<file path="src/rtl/seq_counter_ctrl.sv">
// -----------------------------------------------------------------------------
// seq_counter_ctrl
//
// Run controller for the 8-bit sequence counter
// (0 -> 7 -> 1 -> 3 -> 2 -> 5 -> 11 -> 13 -> 7 ...). Each state can take an
// optional skip.
//
// A run command (laps + skip mask) is accepted through a valid/ready handshake.
// The controller then does the following:
//   - starts the counter;
//   - drives the counter's skip input from the mask;
//   - counts laps, ending each lap on 13;
//   - checks every observed transition against the counter model.
// A run finishes in the FINISH state. That state lasts one cycle. It pulses
// done and cnt_clr, and it latches a completion status.
//
// Ports
//   clk              system clock, rising edge
//   rst              asynchronous reset, active-high
//   cmd_valid_i      command request
//   cmd_ready_o      high in IDLE only
//   cmd_laps_i       laps to run (0 finishes immediately)
//   cmd_skip_mask_i  skip enable per state: bit0->7 bit1->1 bit2->3 bit3->2 bit4->5
//   abort_i          terminate the run in progress
//   count_in_i       counter's count_out
//   start_o          counter start (ARM while the counter shows 0)
//   skip_o           counter skip (ARM/RUN, mask bit of the current count)
//   cnt_clr_o        one-cycle counter clear, registered
//   busy_o           high in ARM or RUN
//   done_o           one-cycle completion pulse
//   status_o         00 ok, 01 aborted, 10 sequence error, 11 arm timeout
//   lap_count_o      laps completed in the current or last run
// -----------------------------------------------------------------------------
module seq_counter_ctrl #(
  parameter int unsigned ARM_TIMEOUT = 15
) (
  input  logic       clk,
  input  logic       rst,
  input  logic       cmd_valid_i,
  output logic       cmd_ready_o,
  input  logic [7:0] cmd_laps_i,
  input  logic [4:0] cmd_skip_mask_i,
  input  logic       abort_i,
  input  logic [7:0] count_in_i,
  output logic       start_o,
  output logic       skip_o,
  output logic       cnt_clr_o,
  output logic       busy_o,
  output logic       done_o,
  output logic [1:0] status_o,
  output logic [7:0] lap_count_o
);

  typedef enum logic [1:0] {
    S_IDLE   = 2'd0,
    S_ARM    = 2'd1,
    S_RUN    = 2'd2,
    S_FINISH = 2'd3
  } state_t;

  localparam logic [7:0] ARM_TIMEOUT_V = 8'(ARM_TIMEOUT);

  localparam logic [1:0] ST_OK    = 2'b00;
  localparam logic [1:0] ST_ABORT = 2'b01;
  localparam logic [1:0] ST_SEQ   = 2'b10;
  localparam logic [1:0] ST_TMO   = 2'b11;

  state_t     state_q;
  logic [7:0] laps_q;
  logic [4:0] mask_q;
  logic [7:0] lap_q;
  logic [7:0] timer_q;
  logic [7:0] prev_cnt_q;
  logic       prev_skip_q;
  logic [1:0] status_q;
  logic       done_q;
  logic       clr_q;

  logic       mask_bit;
  logic [7:0] exp_cnt;
  logic       seq_ok;
  logic [7:0] timer_d;
  logic [7:0] lap_d;

  // Expected counter value after one edge, given the previous value and the
  // skip that was applied to it. In RUN the counter never sits at 0, so the
  // start-dependent 0 -> 7 step is not needed here.
  function automatic logic [7:0] next_cnt(input logic [7:0] cnt, input logic skp);
    logic [7:0] nxt;
    case (cnt)
      8'd7:    nxt = skp ? 8'd3  : 8'd1;
      8'd1:    nxt = skp ? 8'd2  : 8'd3;
      8'd3:    nxt = skp ? 8'd5  : 8'd2;
      8'd2:    nxt = skp ? 8'd11 : 8'd5;
      8'd5:    nxt = skp ? 8'd13 : 8'd11;
      8'd11:   nxt = 8'd13;
      8'd13:   nxt = 8'd7;
      default: nxt = 8'd0;
    endcase
    return nxt;
  endfunction

  // Select the mask bit for the value currently shown by the counter.
  // The values 0, 11 and 13, and any illegal value, never skip.
  always_comb begin
    mask_bit = 1'b0;
    case (count_in_i)
      8'd7:    mask_bit = mask_q[0];
      8'd1:    mask_bit = mask_q[1];
      8'd3:    mask_bit = mask_q[2];
      8'd2:    mask_bit = mask_q[3];
      8'd5:    mask_bit = mask_q[4];
      default: mask_bit = 1'b0;
    endcase
  end

  assign skip_o      = ((state_q == S_ARM) || (state_q == S_RUN)) && mask_bit;
  assign start_o     = (state_q == S_ARM) && (count_in_i == 8'd0);
  assign busy_o      = (state_q == S_ARM) || (state_q == S_RUN);
  assign cmd_ready_o = (state_q == S_IDLE);
  assign cnt_clr_o   = clr_q;
  assign done_o      = done_q;
  assign status_o    = status_q;
  assign lap_count_o = lap_q;

  assign exp_cnt = next_cnt(prev_cnt_q, prev_skip_q);
  assign seq_ok  = (count_in_i == exp_cnt);
  assign timer_d = timer_q + 8'd1;
  assign lap_d   = (lap_q == 8'hFF) ? lap_q : lap_q + 8'd1;

  always_ff @(posedge clk or posedge rst) begin
    if (rst) begin
      state_q     <= S_IDLE;
      laps_q      <= 8'd0;
      mask_q      <= 5'd0;
      lap_q       <= 8'd0;
      timer_q     <= 8'd0;
      prev_cnt_q  <= 8'd0;
      prev_skip_q <= 1'b0;
      status_q    <= ST_OK;
      done_q      <= 1'b0;
      clr_q       <= 1'b0;
    end else begin
      // done/cnt_clr are high only for the single FINISH cycle.
      done_q <= 1'b0;
      clr_q  <= 1'b0;
      case (state_q)
        S_IDLE: begin
          if (cmd_valid_i) begin
            laps_q  <= cmd_laps_i;
            mask_q  <= cmd_skip_mask_i;
            lap_q   <= 8'd0;
            timer_q <= 8'd0;
            if (cmd_laps_i == 8'd0) begin
              state_q  <= S_FINISH;
              status_q <= ST_OK;
              done_q   <= 1'b1;
              clr_q    <= 1'b1;
            end else begin
              state_q <= S_ARM;
            end
          end
        end

        S_ARM: begin
          // Timeout outranks abort. A counter that reaches 7 never times out.
          if ((count_in_i != 8'd7) && (timer_d == ARM_TIMEOUT_V)) begin
            state_q  <= S_FINISH;
            status_q <= ST_TMO;
            done_q   <= 1'b1;
            clr_q    <= 1'b1;
          end else if (abort_i) begin
            state_q  <= S_FINISH;
            status_q <= ST_ABORT;
            done_q   <= 1'b1;
            clr_q    <= 1'b1;
          end else if (count_in_i == 8'd7) begin
            state_q     <= S_RUN;
            prev_cnt_q  <= count_in_i;
            prev_skip_q <= skip_o;
          end else begin
            timer_q <= timer_d;
          end
        end

        S_RUN: begin
          if (!seq_ok) begin
            // A sequence error outranks an abort in the same cycle.
            state_q  <= S_FINISH;
            status_q <= ST_SEQ;
            done_q   <= 1'b1;
            clr_q    <= 1'b1;
          end else begin
            prev_cnt_q  <= count_in_i;
            prev_skip_q <= skip_o;
            if (count_in_i == 8'd13) begin
              lap_q <= lap_d;
            end
            if (abort_i) begin
              state_q  <= S_FINISH;
              status_q <= ST_ABORT;
              done_q   <= 1'b1;
              clr_q    <= 1'b1;
            end else if ((count_in_i == 8'd13) && (lap_d == laps_q)) begin
              state_q  <= S_FINISH;
              status_q <= ST_OK;
              done_q   <= 1'b1;
              clr_q    <= 1'b1;
            end
          end
        end

        S_FINISH: begin
          state_q <= S_IDLE;
        end

        default: begin
          state_q <= S_IDLE;
        end
      endcase
    end
  end

endmodule
</file>
<file path="config.mk">
export PLATFORM = sky130hd
export DESIGN_NAME = seq_counter_ctrl
export DESIGN_NICKNAME = d
export VERILOG_FILES = /design/src/rtl/seq_counter_ctrl.sv
export SDC_FILE = /design/constraint.sdc
export NUM_CORES = 1
export LEC_CHECK = 0
export ABC_AREA = 1
export CAP_MARGIN = 0
export CELL_PAD_IN_SITES_DETAIL_PLACEMENT = 0
export CELL_PAD_IN_SITES_GLOBAL_PLACEMENT = 1
export CORE_AREA = 4 4 116 74
export CTS_CLUSTER_DIAMETER = 200
export CTS_CLUSTER_SIZE = 28
export DETAILED_ROUTE_END_ITERATION = 10
export DIE_AREA = 0 0 120 78
export GPL_TIMING_DRIVEN = 0
export PLACE_DENSITY = 0.86
export SYNTH_ARGS = -nofsm -noshare
export SYNTH_HDL_FRONTEND = slang
export SYNTH_SLANG_ARGS = --single-unit
</file>
<file path="constraint.sdc">
create_clock -name clk -period 2.4 [get_ports clk]
set_input_delay 0.24 -clock clk [delete_from_list [all_inputs] [get_ports clk]]
set_output_delay 0.24 -clock clk [all_outputs]
set_load 0.02 [all_outputs]
</file>
==> metrics.md, run 1 <==
| Metric | Value |
|---|---|
| Average routed wire per standard cell | 13.26 um |
| Fmax | 430.6 MHz |
| Hold WC Path Type | input pin to asynchronous set/reset pin |
| Vias in the first global route | 2,643 |
| R2r setup slk | between 0.2 and 0.25 ns |
| Pwr Density | ~1000 nW/um2 |
| Max Cap Violations | 0 |
| Cell mode on critical path | inv_1 |
| Worst-Margin Slew | roughly 0.48 ns |
| Die Width | between 100 and 150 um |
| Die Ht | about 80 um |
| First-pass iteration count of the detailed router | 4 |
| # rows | 25 |
| Clock root cell | clkbuf_16 |
| Crit path required time | about 2.2 ns |
| Antenna violations before repair | 0 |
| Critical Path Start Type | flip-flop |
| CTS tree | done |
| Met3 Usage GRT | 0.04734 |
| Nets | around 500 |
| Leakage | around 1.7 nW |
| Net Count, Synth | 449 |
| Worst-path clk slew | about 0.060 ns |
| Share of layout cells above drive strength 1 | 0.1352 |
| Cts bufs inserted | 5 |
| Endpoints failing hold | 0 |
| Peak VDD IR | about 0.00038 V |
| FFs w/ async S/R, synth | 1.000 |
| CTS H-tree depth | 2 |
| Synth cell types | 39 |
| Flop pwr share | 0.311 |
| Crit-path cells | inv_1, ha_2, clkbuf_4, inv_1, nor3_1, dlygate4sd2_1 |
| Fin worst setup slack | just under 0.08 ns |
| First DRT Iteration DRCs | 271 |
| Final core occ | 0.4828 |
| Synthesized area per cell | 7.081 um2 |
| Gr usage total | 0.1726 |
| CP max-delay cell | dfrtp_1 |
| Unrepaired setup endpoints after global routing | no |
| Combinational share of power | 0.505 |
| Area grow syn2layout | 24.28% |
| Syn Inst Count | 417 |
| Slowest stage delay, CP | approximately 0.45 ns |
| Clock sink count | between 40 and 50 |
| Kind of critical path | flip-flop to output pin |
| GR Util met2 | 0.2280 |
| Final WL | 7614 um |
| Fin cells | roughly 570 |
| Worst r2r src | lap_count_o[0] |
| Yosys Warn Count | 0 |
| CP arrival | around 2.1 ns |
| Diodes inserted | 0 |
| Power after layout | between 3 and 4 mW |
| Number of routed nets with antenna violations | 0 |
| Period utilization | 0.9677 |
| Post-synthesis register bit count | 43 |
| Ys flop type | dfrtp_1 |
| Switch Pwr | 1.625 mW |
| Vias | between 2,000 and 3,000 |
| Port Buf Inserts | 40 |
| Largest net degree at the start of global routing | 40 |
| Crit end category | output pin |
| Worst skew pair latency | between 0.2 and 0.3 ns |
| Die footprint | 9360 um2 |
| Top-Level Pins | 41 |
| Post-detail-place hpwl | approximately 6000 um |
| Seq/Total Area, Yosys | 0.3644 |
| Post-layout min period | 2.322 ns |
| Slew margin rel. | 0.6789 |
| Switching part of the total power | 0.4429 |
| Pins over their slew limit | 0 |
| Worst Reg-to-Reg Cells | 16 |
| FF-to-FF End | status_o[0] |
| Clk pwr share | 0.183 |
| Crit-path max FO | 10 |
| Vias/cell | 4.801 |
| Status | completed |
| Critical path depth | 6 |
| Total gr overflow | 0 |
| Post-synth EDFFs | 0 |
| Clock buffer depth | 2 |
| Postcts setup bufs | 0 |
| Crit path max-delay family | buffers and inverters |
| Setup violators final | 0 |
| DRC | 0 |
| M1 GR Usage | 0.2712 |
| Gpl congestion | 0.8577 |
| Initial Utilization | 0.3885 |
| Core Area | between 7000 and 8000 um2 |
| Pre-CTS setup slack | -0.1866 ns |
| GRT busiest layer | met1 |
| Synthesized area | between 2000 and 3000 um2 |
| First-pass GRT wire length | ~13,000 um |
| Buf+Inv Stages, Crit Path | 4 |
| Int Pwr | just over 2 mW |
| Inst Count DP | around 570 |
| Worst clock skew | 0.004205 ns |
[cells in the mapped netlist, types with 6 or more instances]
cell,instances,area share
a21oi_1,10,0.017
dfrtp_1,43,0.36
ha_1,7,0.030
inv_1,53,0.067
nand2_1,116,0.15
nand2_2,10,0.021
nand3_1,30,0.051
nand3_2,6,0.020
nand4_1,10,0.021
nor2_1,44,0.056
o21ai_0,14,0.024
o21ai_1,20,0.034
o21ai_2,6,0.018
[metal layers]
layer	vias up	wire (um)
met1	1244	4231
met2	67	2826
met4	0	94
met3	9	462
li1	1436	-
met5	-	0
[timing repair]
action                     CTS  global route
hold buffers                 0             0
hold endpoints to repair     0             0
setup endpoints to repair    2            14
gates resized for setup      4             5
[registers in the layout, indices dropped and copies added (netlist names)]
register / count
cnt_clr_o: 1
lap_count_o: 8
laps_q: 8
mask_q: 5
prev_cnt_q: 8
prev_skip_q: 1
state_q: 2
status_o: 2
timer_q: 8
[per-stage QoR]
| stage | TNS [ns] | hold slack (ns) | cell area, um2 |
|---|---|---|---|
| 2_1_floorplan | 0 | 0.3906 | 2953 |
| 3_3_place_gp | -0.1944 | 0.4814 | 3488 |
| 3_5_place_dp | -0.2014 | 0.4570 | 3508 |
| 4_1_cts | 0 | 0.1516 | 3655 |
| 5_1_grt | 0 | 0.1587 | 3670 |
| 6_report | 0 | 0.1534 | 3670 |
[logic make-up after synthesis]
| family | synth area share |
|---|---|
| AND/OR/NAND/NOR | 0.3648 |
| flip-flops | 0.3644 |
| adder cells (fa/ha/maj) | 0.02966 |
| XOR/XNOR | 0.01780 |
| buffers and inverters | 0.09364 |
| multiplexers | 0.01144 |
| AO/OA/AOI/OAI | 0.1182 |
[how the worst max path moves through the flow]
stage | from | to
6_report | state_q[1] | start_o
5_1_grt | state_q[1] | start_o
4_1_cts | state_q[1] | start_o
3_5_place_dp | state_q[1] | start_o
3_3_place_gp | state_q[1] | start_o
2_1_floorplan | lap_count_o[0] | status_o[0]
[area by class of cell]
| cell class | count | area, um2 |
|---|---|---|
| buffer | 9 | 66.31 |
| inverter | 57 | 214.0 |
| clock inverter | 3 | 20.02 |
| tap | 108 | 135.1 |
| sequential | 43 | 1079 |
| multi-input combinational | 308 | 1613 |
| fill | 774 | 3931 |
| clock buffer | 5 | 125.1 |
| timing repair buffer | 41 | 417.9 |
[cells in the final DEF, fill, tap and decap left out, drive strengths merged, types with 2 or more instances in the layout]
master	instances
buf	6
nor2	49
nand3	37
ha	7
clkdlybuf4s50	38
clkbuf	9
nor3	2
inv	57
dfrtp	43
clkinvlp	2
dlygate4sd2	2
or2	3
a21oi	11
o21ai	40
a31oi	2
nand2	127
xor2	3
mux2	3
nand4	10
xnor2	3
nand3b	3
[power by group through the flow]
stage / Clock, mW / Combinational, mW / Sequential (mW)
6_report: 0.673 / 1.85 / 1.14
3_5_place_dp: 0 / 1.85 / 1.15
3_3_place_gp: 0 / 1.81 / 1.14
4_1_cts: 0.694 / 1.86 / 1.14
2_1_floorplan: 0 / 1.31 / 1.13
5_1_grt: 0.733 / 2.09 / 1.18
Power figures use the tool's default switching activity.
==> run 2: changes to the inputs <==
GPL_TIMING_DRIVEN = not set   (was 0)
==> run 2 against run 1 <==
Against the previous run:
- clock power up 32%
- worst setup slack gained 0.10 ns
- largest cell class unchanged
- hold slack better by 0.24 ns
- global-route usage down 0.42 points
- clock skew is 0.0046 ns higher
- non-clock buffer count rose by 8
- sequential power about the same
- die area is the same
- highest routed layer unchanged
==> metrics.md, run 2 (synthesis results as in run 1) <==
| Metric | Value |
|---|---|
| Post-layout min period | around 2.2 ns |
| Peak VDD IR | 0.0004145 V |
| Worst-path clk slew | about 0.070 ns |
| Largest net degree at the start of global routing | 44 |
| Post-DP Area | ~3500 um2 |
| # rows | 25 |
| Port Buf Inserts | 40 |
| Fin cells | 582 |
| Leakage | between 1.5 and 2 nW |
| Period utilization | 0.9257 |
| Hold WC Path Type | input pin to asynchronous set/reset pin |
| Vias/cell | 4.734 |
| Nets | around 510 |
| Slew margin rel. | 0.6226 |
| Gr usage total | 0.1684 |
| Inst Count DP | around 570 |
| Die Width | 120 um |
| CP max-delay cell | clkdlybuf4s50_1 |
| Cell mode on critical path | inv_1 |
| CTS tree | done |
| Max Cap Violations | 0 |
| Hold WS | between 0.3 and 0.4 ns |
| Clock buffer depth | 2 |
| Kind of critical path | flip-flop to output pin |
| Slowest stage delay, CP | approximately 0.65 ns |
| Gpl congestion | between 0.8 and 0.9 |
| Highest-count cells in the layout ignoring fill and taps | nand2_1, inv_1, nor2_1 |
| First-pass GRT wire length | roughly 13,000 um |
| Post-detail-place hpwl | approximately 5700 um |
| Post-CTS Hold Fix Bufs | 0 |
| Worst clock skew | 0.008831 ns |
| Worst skew pair latency | between 0.2 and 0.3 ns |
| Final WL | 7507 um |
| Critical Path Start Type | flip-flop |
| Endpoints failing hold | 0 |
| Status | completed |
| Power after layout | between 3 and 4 mW |
| First DRT Iteration DRCs | 200 |
| Worst-Margin Slew | about 0.57 ns |
| Setup violators final | 0 |
| CTS H-tree depth | 2 |
| Antenna violations before repair | 0 |
| Leading cell type in the layout, fill and taps excluded | nand2_1 |
| Die footprint | ~9400 um2 |
| Number of routed nets with antenna violations | 0 |
| Top-Level Pins | 41 |
| CP arrival | 1.98 ns |
| DRC | 0 |
| First-pass iteration count of the detailed router | 5 |
| Cts bufs inserted | 5 |
| Diodes inserted | 0 |
| Fmax | between 400 and 500 MHz |
| Clock root cell | clkbuf_16 |
| Pre-CTS setup slack | 0.01627 ns |
| Crit-path max FO | 5 |
| Crit end category | output pin |
| Vias in the first global route | approximately 2,600 |
| Average routed wire per standard cell | about 13 um |
| Initial Utilization | 0.3885 |
| Fin area | ~3800 um2 |
| Area grow syn2layout | 27.92% |
| Core Area | around 7600 um2 |
| Crit path required time | 2.16 ns |
| Total gr overflow | 0 |
| Pins over their slew limit | 0 |
| Pwr Density | 1033 nW/um2 |
| Vias | ~2,800 |
| Die Ht | slightly below 80 um |
| Share of layout cells above drive strength 1 | 0.1456 |
| Clock sink count | 43 |
| Fin worst setup slack | about 0.18 ns |
| Crit-path cells | inv_1, ha_1, inv_1, nor3_1, clkdlybuf4s50_1 |
[run 2: area by class of cell]
class,instances,area (um2)
Clock buffer,5,125.1
Clock inverter,3,67.56
Fill cell,766,3824
Inverter,57,214.0
Multi-Input combinational cell,308,1610
Sequential cell,43,1077
Tap cell,108,135.1
Timing Repair Buffer,58,548.0
[run 2: critical path, delay by kind of cell, from the launching register on]
family                     cells  cell delay, ns
DFF                            1            0.43
buffers and inverters          3            0.84
and+or+nand+nor                1            0.27
adders and majority gates      1            0.16
[run 2: metrics by stage]
step                utilization  TNS (ns)
floorplan                     -         0
global placement         0.4626         0
detailed placement       0.4626         0
CTS                      0.4879         0
global route             0.4970  -0.03857
finish                   0.4970         0
[run 2: final timing paths]
path                              from        endpoint  slack, ns  cells after the start
min in group clk           status_o[0]     status_o[0]       0.49                      2
max reg2reg                 timer_q[1]     prev_skip_q       0.23                     12
min reg2reg                status_o[0]     status_o[0]       0.49                      2
max                         state_q[1]         start_o       0.18                      5
min                                rst  lap_count_o[5]       0.39                      3
max in group asynchronous          rst  lap_count_o[1]       1.57                      3
[run 2: per-layer routing]
layer	vias up	share of wire	track usage
li1	1447	-	-
met1	1225	0.55	0.2724
met2	76	0.38	0.2179
met3	7	0.059	0.03860
met4	0	0.0091	0.04114
met5	-	0	0
[run 2: timing repair]
item | CTS | global route
setup buffers | 0 | 6
endpoints found under the setup margin | 0 | 12
gates resized for setup | 0 | 4
[run 2: power breakdown]
group,switching (mW),internal [mW],leakage [nW]
logic,1.14,0.742,1.16
clock network,0.290,0.596,0.0900
registers,0.191,0.941,0.558
